`config.mk`:
```
export PLATFORM = sky130hd
export DESIGN_NAME = core_lsu
export DESIGN_NICKNAME = d
export VERILOG_FILES = /design/src/rtl/core_lsu.sv
export SDC_FILE = /design/constraint.sdc
export NUM_CORES = 1
export LEC_CHECK = 0
export CORE_ASPECT_RATIO = 0.7
export CORE_UTILIZATION = 25
export DETAILED_ROUTE_END_ITERATION = 8
export SLEW_MARGIN = 20
export SYNTH_ARGS = -nofsm -noshare
export SYNTH_HDL_FRONTEND = slang
export SYNTH_SLANG_ARGS = --single-unit
```
`constraint.sdc`:
```
create_clock -name clk -period 24.4 [get_ports clk]
set_input_delay 7.32 -clock clk [delete_from_list [all_inputs] [get_ports clk]]
set_output_delay 7.32 -clock clk [all_outputs]
set_load 0.02 [all_outputs]
```
`src/rtl/core_lsu.sv`:
```
// Load/store unit: one memory command at a time, with a shared-stack guard.
// A guard violation dumps the core registers to the stack and raises an exception.
module core_lsu #(
  parameter int WIDTH       = 32,
  parameter int REGS_CODING = 3,
  parameter int NUM_REGS    = 8,
  parameter int STACK_CHECK = 1
) (
  input  logic                   clk,
  input  logic                   reset,
  input  logic                   cmd_valid,
  output logic                   cmd_ready,
  input  logic                   cmd_wren,
  input  logic [WIDTH-1:0]       cmd_addr,
  input  logic [WIDTH-1:0]       cmd_wdata,
  input  logic [REGS_CODING-1:0] cmd_reg,
  input  logic [WIDTH-1:0]       stack_begin,
  input  logic [WIDTH-1:0]       my_stack_begin,
  input  logic [WIDTH-1:0]       my_stack_end,
  input  logic [WIDTH-1:0]       sp_in,
  input  logic [WIDTH-1:0]       exc_addr,
  output logic [REGS_CODING-1:0] dump_sel,
  input  logic [WIDTH-1:0]       dump_data,
  output logic                   request,
  output logic                   wren,
  output logic [WIDTH-1:0]       address,
  output logic [WIDTH-1:0]       writedata,
  input  logic                   response,
  input  logic [WIDTH-1:0]       readdata,
  output logic                   rd_valid,
  output logic [REGS_CODING-1:0] rd_reg,
  output logic [WIDTH-1:0]       rd_data,
  output logic                   sp_we,
  output logic [WIDTH-1:0]       sp_out,
  output logic                   exc_valid,
  output logic [WIDTH-1:0]       exc_ip,
  output logic                   busy
);

  typedef enum logic [2:0] {
    S_IDLE, S_ACCESS, S_DUMP_LOAD, S_DUMP_WRITE, S_EXC
  } state_t;

  localparam logic [REGS_CODING-1:0] CNT_INIT = REGS_CODING'(NUM_REGS - 1);

  state_t                 state_q, state_d;
  logic                   request_q, request_d;
  logic                   wren_q, wren_d;
  logic [WIDTH-1:0]       address_q, address_d;
  logic [WIDTH-1:0]       writedata_q, writedata_d;
  logic                   rd_valid_q, rd_valid_d;
  logic [REGS_CODING-1:0] rd_reg_q, rd_reg_d;
  logic [WIDTH-1:0]       rd_data_q, rd_data_d;
  logic                   sp_we_q, sp_we_d;
  logic [WIDTH-1:0]       sp_out_q, sp_out_d;
  logic                   exc_valid_q, exc_valid_d;
  logic [WIDTH-1:0]       exc_ip_q, exc_ip_d;
  logic [WIDTH-1:0]       sp_cur_q, sp_cur_d;
  logic [REGS_CODING-1:0] cnt_q, cnt_d;
  logic                   in_window;
  logic                   violation;

  assign in_window = (cmd_addr >= my_stack_begin) && (cmd_addr < my_stack_end);
  assign violation = (STACK_CHECK != 0) && (cmd_addr >= stack_begin) && !in_window;

  always_comb begin
    state_d     = state_q;
    request_d   = request_q;
    wren_d      = wren_q;
    address_d   = address_q;
    writedata_d = writedata_q;
    rd_valid_d  = 1'b0;
    rd_reg_d    = rd_reg_q;
    rd_data_d   = rd_data_q;
    sp_we_d     = 1'b0;
    sp_out_d    = sp_out_q;
    exc_valid_d = 1'b0;
    exc_ip_d    = exc_ip_q;
    sp_cur_d    = sp_cur_q;
    cnt_d       = cnt_q;
    unique case (state_q)
      S_IDLE: begin
        if (cmd_valid) begin
          if (violation) begin
            sp_cur_d = sp_in;
            cnt_d    = CNT_INIT;
            state_d  = S_DUMP_LOAD;
          end else begin
            address_d   = cmd_addr;
            writedata_d = cmd_wdata;
            wren_d      = cmd_wren;
            rd_reg_d    = cmd_reg;
            request_d   = 1'b1;
            state_d     = S_ACCESS;
          end
        end
      end
      S_ACCESS: begin
        if (response) begin
          request_d = 1'b0;
          wren_d    = 1'b0;
          state_d   = S_IDLE;
          if (!wren_q) begin
            rd_valid_d = 1'b1;
            rd_data_d  = readdata;
          end
        end
      end
      S_DUMP_LOAD: begin
        writedata_d = dump_data;
        address_d   = sp_cur_q;
        wren_d      = 1'b1;
        request_d   = 1'b1;
        sp_cur_d    = sp_cur_q + WIDTH'(1);
        state_d     = S_DUMP_WRITE;
      end
      S_DUMP_WRITE: begin
        if (response) begin
          request_d = 1'b0;
          wren_d    = 1'b0;
          if (cnt_q == '0) begin
            // Pulses are registered so they line up with the EXC state.
            exc_valid_d = 1'b1;
            exc_ip_d    = exc_addr;
            sp_we_d     = 1'b1;
            sp_out_d    = sp_in + WIDTH'(NUM_REGS);
            state_d     = S_EXC;
          end else begin
            cnt_d   = cnt_q - REGS_CODING'(1);
            state_d = S_DUMP_LOAD;
          end
        end
      end
      S_EXC: begin
        state_d = S_IDLE;
      end
      default: begin
        state_d = S_IDLE;
      end
    endcase
  end

  always_ff @(posedge clk or posedge reset) begin
    if (reset) begin
      state_q     <= S_IDLE;
      request_q   <= 1'b0;
      wren_q      <= 1'b0;
      address_q   <= '0;
      writedata_q <= '0;
      rd_valid_q  <= 1'b0;
      rd_reg_q    <= '0;
      rd_data_q   <= '0;
      sp_we_q     <= 1'b0;
      sp_out_q    <= '0;
      exc_valid_q <= 1'b0;
      exc_ip_q    <= '0;
      sp_cur_q    <= '0;
      cnt_q       <= '0;
    end else begin
      state_q     <= state_d;
      request_q   <= request_d;
      wren_q      <= wren_d;
      address_q   <= address_d;
      writedata_q <= writedata_d;
      rd_valid_q  <= rd_valid_d;
      rd_reg_q    <= rd_reg_d;
      rd_data_q   <= rd_data_d;
      sp_we_q     <= sp_we_d;
      sp_out_q    <= sp_out_d;
      exc_valid_q <= exc_valid_d;
      exc_ip_q    <= exc_ip_d;
      sp_cur_q    <= sp_cur_d;
      cnt_q       <= cnt_d;
    end
  end

  assign cmd_ready = (state_q == S_IDLE);
  assign busy      = (state_q != S_IDLE);
  assign dump_sel  = cnt_q;
  assign request   = request_q;
  assign wren      = wren_q;
  assign address   = address_q;
  assign writedata = writedata_q;
  assign rd_valid  = rd_valid_q;
  assign rd_reg    = rd_reg_q;
  assign rd_data   = rd_data_q;
  assign sp_we     = sp_we_q;
  assign sp_out    = sp_out_q;
  assign exc_valid = exc_valid_q;
  assign exc_ip    = exc_ip_q;

endmodule

```
-- Word level (Yosys, flattened, before mapping)
Index checks and enable logic that the tools add are counted.
- flip-flop bits (word level): 205
- output and inout bits: 173
- logic and storage cells: 82
- add/sub/neg operators: 3
- magnitude comparators: 3
- eq/ne operators: 10
- multiplexer cells: 33
- bitwise logic cells: 2
- reduce and logical (&&, ||, !) cells: 18
- operators with widths (kind ; number):
    32-bit two-way mux ; 6
    32-bit one-hot mux with 2 select lines ; 3
    32-bit greater-or-equal comparator ; 2
    32-bit by 1-bit adder with 32-bit output (second input constant) ; 1
    32-bit by 4-bit adder with 32-bit output (second input constant) ; 1
    32-bit < comparator ; 1
    3-bit two-way mux ; 8
    3-bit AND reduction ; 6
    3-bit one-hot mux with 4 select lines ; 1
    1-bit two-way mux ; 11
    2-bit inequality test (second input constant) ; 5
    3-bit by 2-bit == test with 1-bit output (second input constant) ; 2
    3-bit logical NOT ; 2
    1-bit one-hot mux with 3 select lines ; 2
    3-bit one-hot mux with 2 select lines ; 1
    3-bit nonzero test ; 2
    5-bit AND reduction ; 1
    2-bit by 1-bit inequality test with 1-bit output (second input constant) ; 2
    4-bit AND reduction ; 1
    2-bit nonzero test ; 2
    3-bit by 1-bit == test with 1-bit output (second input constant) ; 1
    3-bit by 1-bit subtractor with 3-bit output (second input constant) ; 1
    1-bit logical AND ; 2
    2-bit two-way mux ; 1
    3 further kinds ; 4

-- Longest topological paths before layout
- word-level depth: 7
- gate-level depth with buffers: 13

-- Worst setup path before layout
No wires, ideal clock.
- path type: input to register
- from: in my_stack_begin[14]
- to: reg sp_cur_q[10]
- library setup time: 0.120 ns
- arrival: 9.627 ns
- data required time: 24.280 ns
- slack: 14.653 ns
- stages on the path: 12
- buffers on the path: 2
- cell sequence: inv_1 -> ha_1 -> nand4_1 -> or4_1 -> a31oi_1 -> o311ai_1 -> a211oi_1 -> or3_1 -> buf_2 -> buf_2 -> o22ai_1 -> a31o_2
- longest elaborated chain between the ends: 6
- ends and longest elaborated chain (item ; line ; source):
    from (decl) ; 18 ; input logic [WIDTH-1:0] my_stack_begin,
    32-bit greater-or-equal comparator ; 63 ; assign in_window = (cmd_addr >= my_stack_begin) && (cmd_addr < my_stack_end);
    1-bit logical AND ; 63 ;
    1-bit logical NOT ; 64 ; assign violation = (STACK_CHECK != 0) && (cmd_addr >= stack_begin) && !in_window;
    1-bit logical AND ; 64 ;
    2-bit by 1-bit inequality test with 1-bit output (no line) ; - ;
    3-bit AND reduction (no line) ; - ;
    to (signal assigned) ; 172 ; sp_cur_q <= sp_cur_d;
    to (decl) ; 58 ; logic [WIDTH-1:0] sp_cur_q, sp_cur_d;
No other way between the ends.
A chain may end at the register's enable or synchronous reset.

-- Final worst setup path
- from: in cmd_addr[25]
- to: reg sp_cur_q[30]
- longest elaborated chain between the ends: 6
- elaborated cells on any way between the ends: 8
- those cells by class: order compare: 3; eq/ne: 1; reduce/logical: 4
- ends and longest elaborated chain (item ; line ; source):
    from (decl) ; 14 ; input logic [WIDTH-1:0] cmd_addr,
    32-bit greater-or-equal comparator / 32-bit < comparator (equally long branches) ; 63 ;
    1-bit logical AND ; 63 ;
    1-bit logical NOT ; 64 ;
    1-bit logical AND (*) ; 64 ;
    2-bit by 1-bit inequality test with 1-bit output (no line) (*) ; - ;
    3-bit AND reduction (no line) (*) ; - ;
Mark *: on every way between the ends. The rest lies on a longest branch, timed or not.

==> run summary <==
Clk_lat worst skew: 530 ps
IR drop worst, VDD: 0.0547 mV
Share of total power consumed by net switching: 39.4%
Average cell area after synthesis: 9.05 µm²
Pre-Repair DR Iteration Count: 7
Cell row count: 66
Final max-slew violation count: 0
Die area: 0.0480 mm²
Reg clk slew, reported paths: 70 ps
Worst min path class: reg -> reg
Count of filler cells inserted in the layout: 4604
Fmax achieved: 91.2 MHz
Largest net degree at the start of global routing: 89
Final critical path time including I/O delays and setup: 10960 ps
Estimated wirelength of the detail-placed design: 35100 µm
Via count of the first global-routing pass: 11.5k
Net switching power: 0.000793 W
Total power density per cell area: 112 mW/mm²
Worst clock skew: 9.85 ps
Most frequent cells in the layout: sky130_fd_sc_hd__clkdlybuf4s50_1 (468), sky130_fd_sc_hd__nand2_1 (220), sky130_fd_sc_hd__dfrtp_1 (205), sky130_fd_sc_hd__inv_1 (114), sky130_fd_sc_hd__ha_1 (99)
Violated checks: DRC
Number of levels the H-tree was split into: 1
Internal power contribution: 0.00122 W
Area Growth Syn to Fin: 52.8%
DIE WIDTH: 261 µm
# port buffers: 468
Clk root buf: sky130_fd_sc_hd__clkbuf_16
Gr ovfl total: 0
IO Count: 469
Tightest Pin Transition: 1060 ps
Layout Nets: 2143
Fraction of final layout cells sized beyond drive strength 1: 6.57%
Core occupancy in the finished layout: 38.7%
Via-to-Cell Ratio: 4.76
Post-Layout Inst Area: 0.0180 mm²
Synthesis Warnings: 0
Total wire length: 44300 µm
Wire length of the first global-routing pass: 65900 µm
Required arrival time at the worst endpoint: 24810 ps
Detailed Route Iter0 Violations: 585
Antenna Violating Nets Remaining: 0
Leak: 8.04 nW
Yosys cell types: 52
Relative slew slack: 29.2%
TritonCTS Sinks: 205
Max-cap violations: 0
Count of state elements after synthesis: 205
Number of buffers between clock root and the deepest sink: 3
DRC errors left: 26
Clock group share of total power: 19.8%
Crit path DAT: 11370 ps
Unrepaired setup endpoints after global routing: no
CTS Hold Buffers Added: 0
Total negative setup slack: 0 ps
DP Area: 0.0171 mm²
Initial core utilization: 25.4%
WL per Instance: 18.6 µm
Core Footprint: 0.0464 mm²
Worst reg2reg path depth: 8
CTS tree: done
Syn Nets: 1696
Commonest non-fill, non-tap cell in the layout: sky130_fd_sc_hd__clkdlybuf4s50_1
Initial antenna violation count: 2
Part of the power in combinational logic: 48.4%
Routability congestion estimate: 0.898
Final setup vio count: 0
Fraction of the yosys area taken by sequential cells: 43.6%
Seq pwr share: 31.7%
Setup crit end kind: register
Number of buffers created by CTS: 24
Fin. Hold Viols: 0
Floorplan die height: 184 µm
Prevailing post-synth register cell: sky130_fd_sc_hd__dfrtp_1
All-layer global routing usage: 17.8%
Number of stages on the worst hold path: 2
Post-synth ARST share: 100%
Cell count after synthesis: 1301
Area of the mapped netlist: 0.0118 mm²
Outcome: complete, but fails checks
Crit Path Class: in -> reg
Maximum fanout along the worst path: 37
Critical Path Start Type: primary input
Final critical-path share of the clock period: 44.9%
Count of vias placed by the detailed router: 11.3k
Post-CTS sizing: 0
EDFF count, synth: 0
Post-CTS Setup Repair Bufs: 0
## power groups by stage
stage	clock (W)	combinational, W	sequential, W
3_3_place_gp	0	0.000971	0.000637
6_report	0.000400	0.000975	0.000638
2_1_floorplan	0	0.000350	0.000784
3_5_place_dp	0	0.000983	0.000643
5_1_grt	0.000428	0.00105	0.000662
4_1_cts	0.000415	0.000986	0.000639
## cell usage after synthesis, types with 5 or more instances
cell                       number  share of area [%]
sky130_fd_sc_hd__nand2_1      221                7.0
sky130_fd_sc_hd__dfrtp_1      205                 44
sky130_fd_sc_hd__inv_1        115                3.7
sky130_fd_sc_hd__ha_1          99                 11
sky130_fd_sc_hd__a21oi_1       94                4.0
sky130_fd_sc_hd__nor2_1        77                2.5
sky130_fd_sc_hd__nand3_1       66                2.8
sky130_fd_sc_hd__o22ai_1       63                3.3
sky130_fd_sc_hd__clkbuf_1      45                1.4
sky130_fd_sc_hd__mux2_2        41                3.9
sky130_fd_sc_hd__o22a_1        35                2.6
sky130_fd_sc_hd__o21ai_0       26                1.1
sky130_fd_sc_hd__and3_1        23                1.2
sky130_fd_sc_hd__nand4_1       23                1.2
sky130_fd_sc_hd__xnor2_1       17                1.3
sky130_fd_sc_hd__a211o_1       16                1.2
sky130_fd_sc_hd__a21o_1        11               0.70
sky130_fd_sc_hd__xor2_1        10               0.74
sky130_fd_sc_hd__or2_2          9               0.48
sky130_fd_sc_hd__or3_1          9               0.48
sky130_fd_sc_hd__buf_2          7               0.30
sky130_fd_sc_hd__a221oi_1       6               0.45
sky130_fd_sc_hd__and4_1         6               0.45
sky130_fd_sc_hd__nor3_1         6               0.26
sky130_fd_sc_hd__buf_4          5               0.32
## critical path: stages
cell and delay [ps]:
sky130_fd_sc_hd__clkdlybuf4s50_1 550, sky130_fd_sc_hd__ha_1 390, sky130_fd_sc_hd__nand4_1 110, sky130_fd_sc_hd__nor4_1 810, sky130_fd_sc_hd__nand2_1 240, sky130_fd_sc_hd__o211ai_1 320
sky130_fd_sc_hd__a41oi_1 140, sky130_fd_sc_hd__or3_2 870, sky130_fd_sc_hd__and3_1 310, sky130_fd_sc_hd__a311o_1 270
## path summary, 6_finish.rpt
check | start | endpoint | slack, ps
worst min register to register | rd_data[30]$_DFFE_PP0P_ | rd_data[30]$_DFFE_PP0P_ | 470
max in group asynchronous | reset | rd_data[10]$_DFFE_PP0P_ | 14990
worst min-delay path | rd_data[30]$_DFFE_PP0P_ | rd_data[30]$_DFFE_PP0P_ | 470
worst max-delay path | cmd_addr[25] | sp_cur_q[30]$_DFFE_PP0P_ | 13440
min in group asynchronous | reset | sp_out[29]$_DFFE_PP0P_ | 7270
worst max register to register | state_q[0]$_DFFE_PP0P_ | sp_cur_q[30]$_DFFE_PP0P_ | 20860
## cells by family (layout without fill, tap and decap cells)
group	Yosys count	count (layout)	synth area share, %
xor gates and xnor gates	27	27	2.01
adders and majority gates	99	99	10.5
buffers and inverters	176	641	5.85
and+or+nand+nor	456	456	17.4
DFF	205	205	43.6
other	0	1	0
muxes	45	45	4.26
AOI/OAI and AO/OA	293	293	16.4
## through the flow
step	total power, W	worst slack, ps	hold slack, ps	std cells
floorplan	0.00113	11480	507	1301
global placement	0.00161	12690	458	2334
detailed placement	0.00163	12670	461	2334
CTS	0.00204	13230	476	2378
global route	0.00214	13360	503	2379
finish	0.00201	13440	474	2379
## routing by layer
layer | global-route usage [%] | vias to the layer above | share of wire [%]
met2 | 30.1 | 327 | 47
met3 | 4.27 | 57 | 6.9
met5 | 0 | - | 0.029
li1 | - | 5490 | -
met1 | 22.5 | 5458 | 43
met4 | 4.74 | 2 | 2.5
## cell type report
| type | count | area, µm² | share of cell area [%] |
|---|---|---|---|
| Clock buffer | 34 | 719 | 4.00 |
| Multi-Input combinational cell | 920 | 5980 | 33.2 |
| Tap cell | 612 | 766 | 4.26 |
| Antenna cell | 1 | 2.50 | 0.0139 |
| Clock inverter | 10 | 160 | 0.891 |
| Sequential cell | 205 | 5130 | 28.5 |
| Inverter | 115 | 439 | 2.44 |
| Timing Repair Buffer | 482 | 4790 | 26.6 |
No activity file was read; power rests on OpenSTA's default activity.
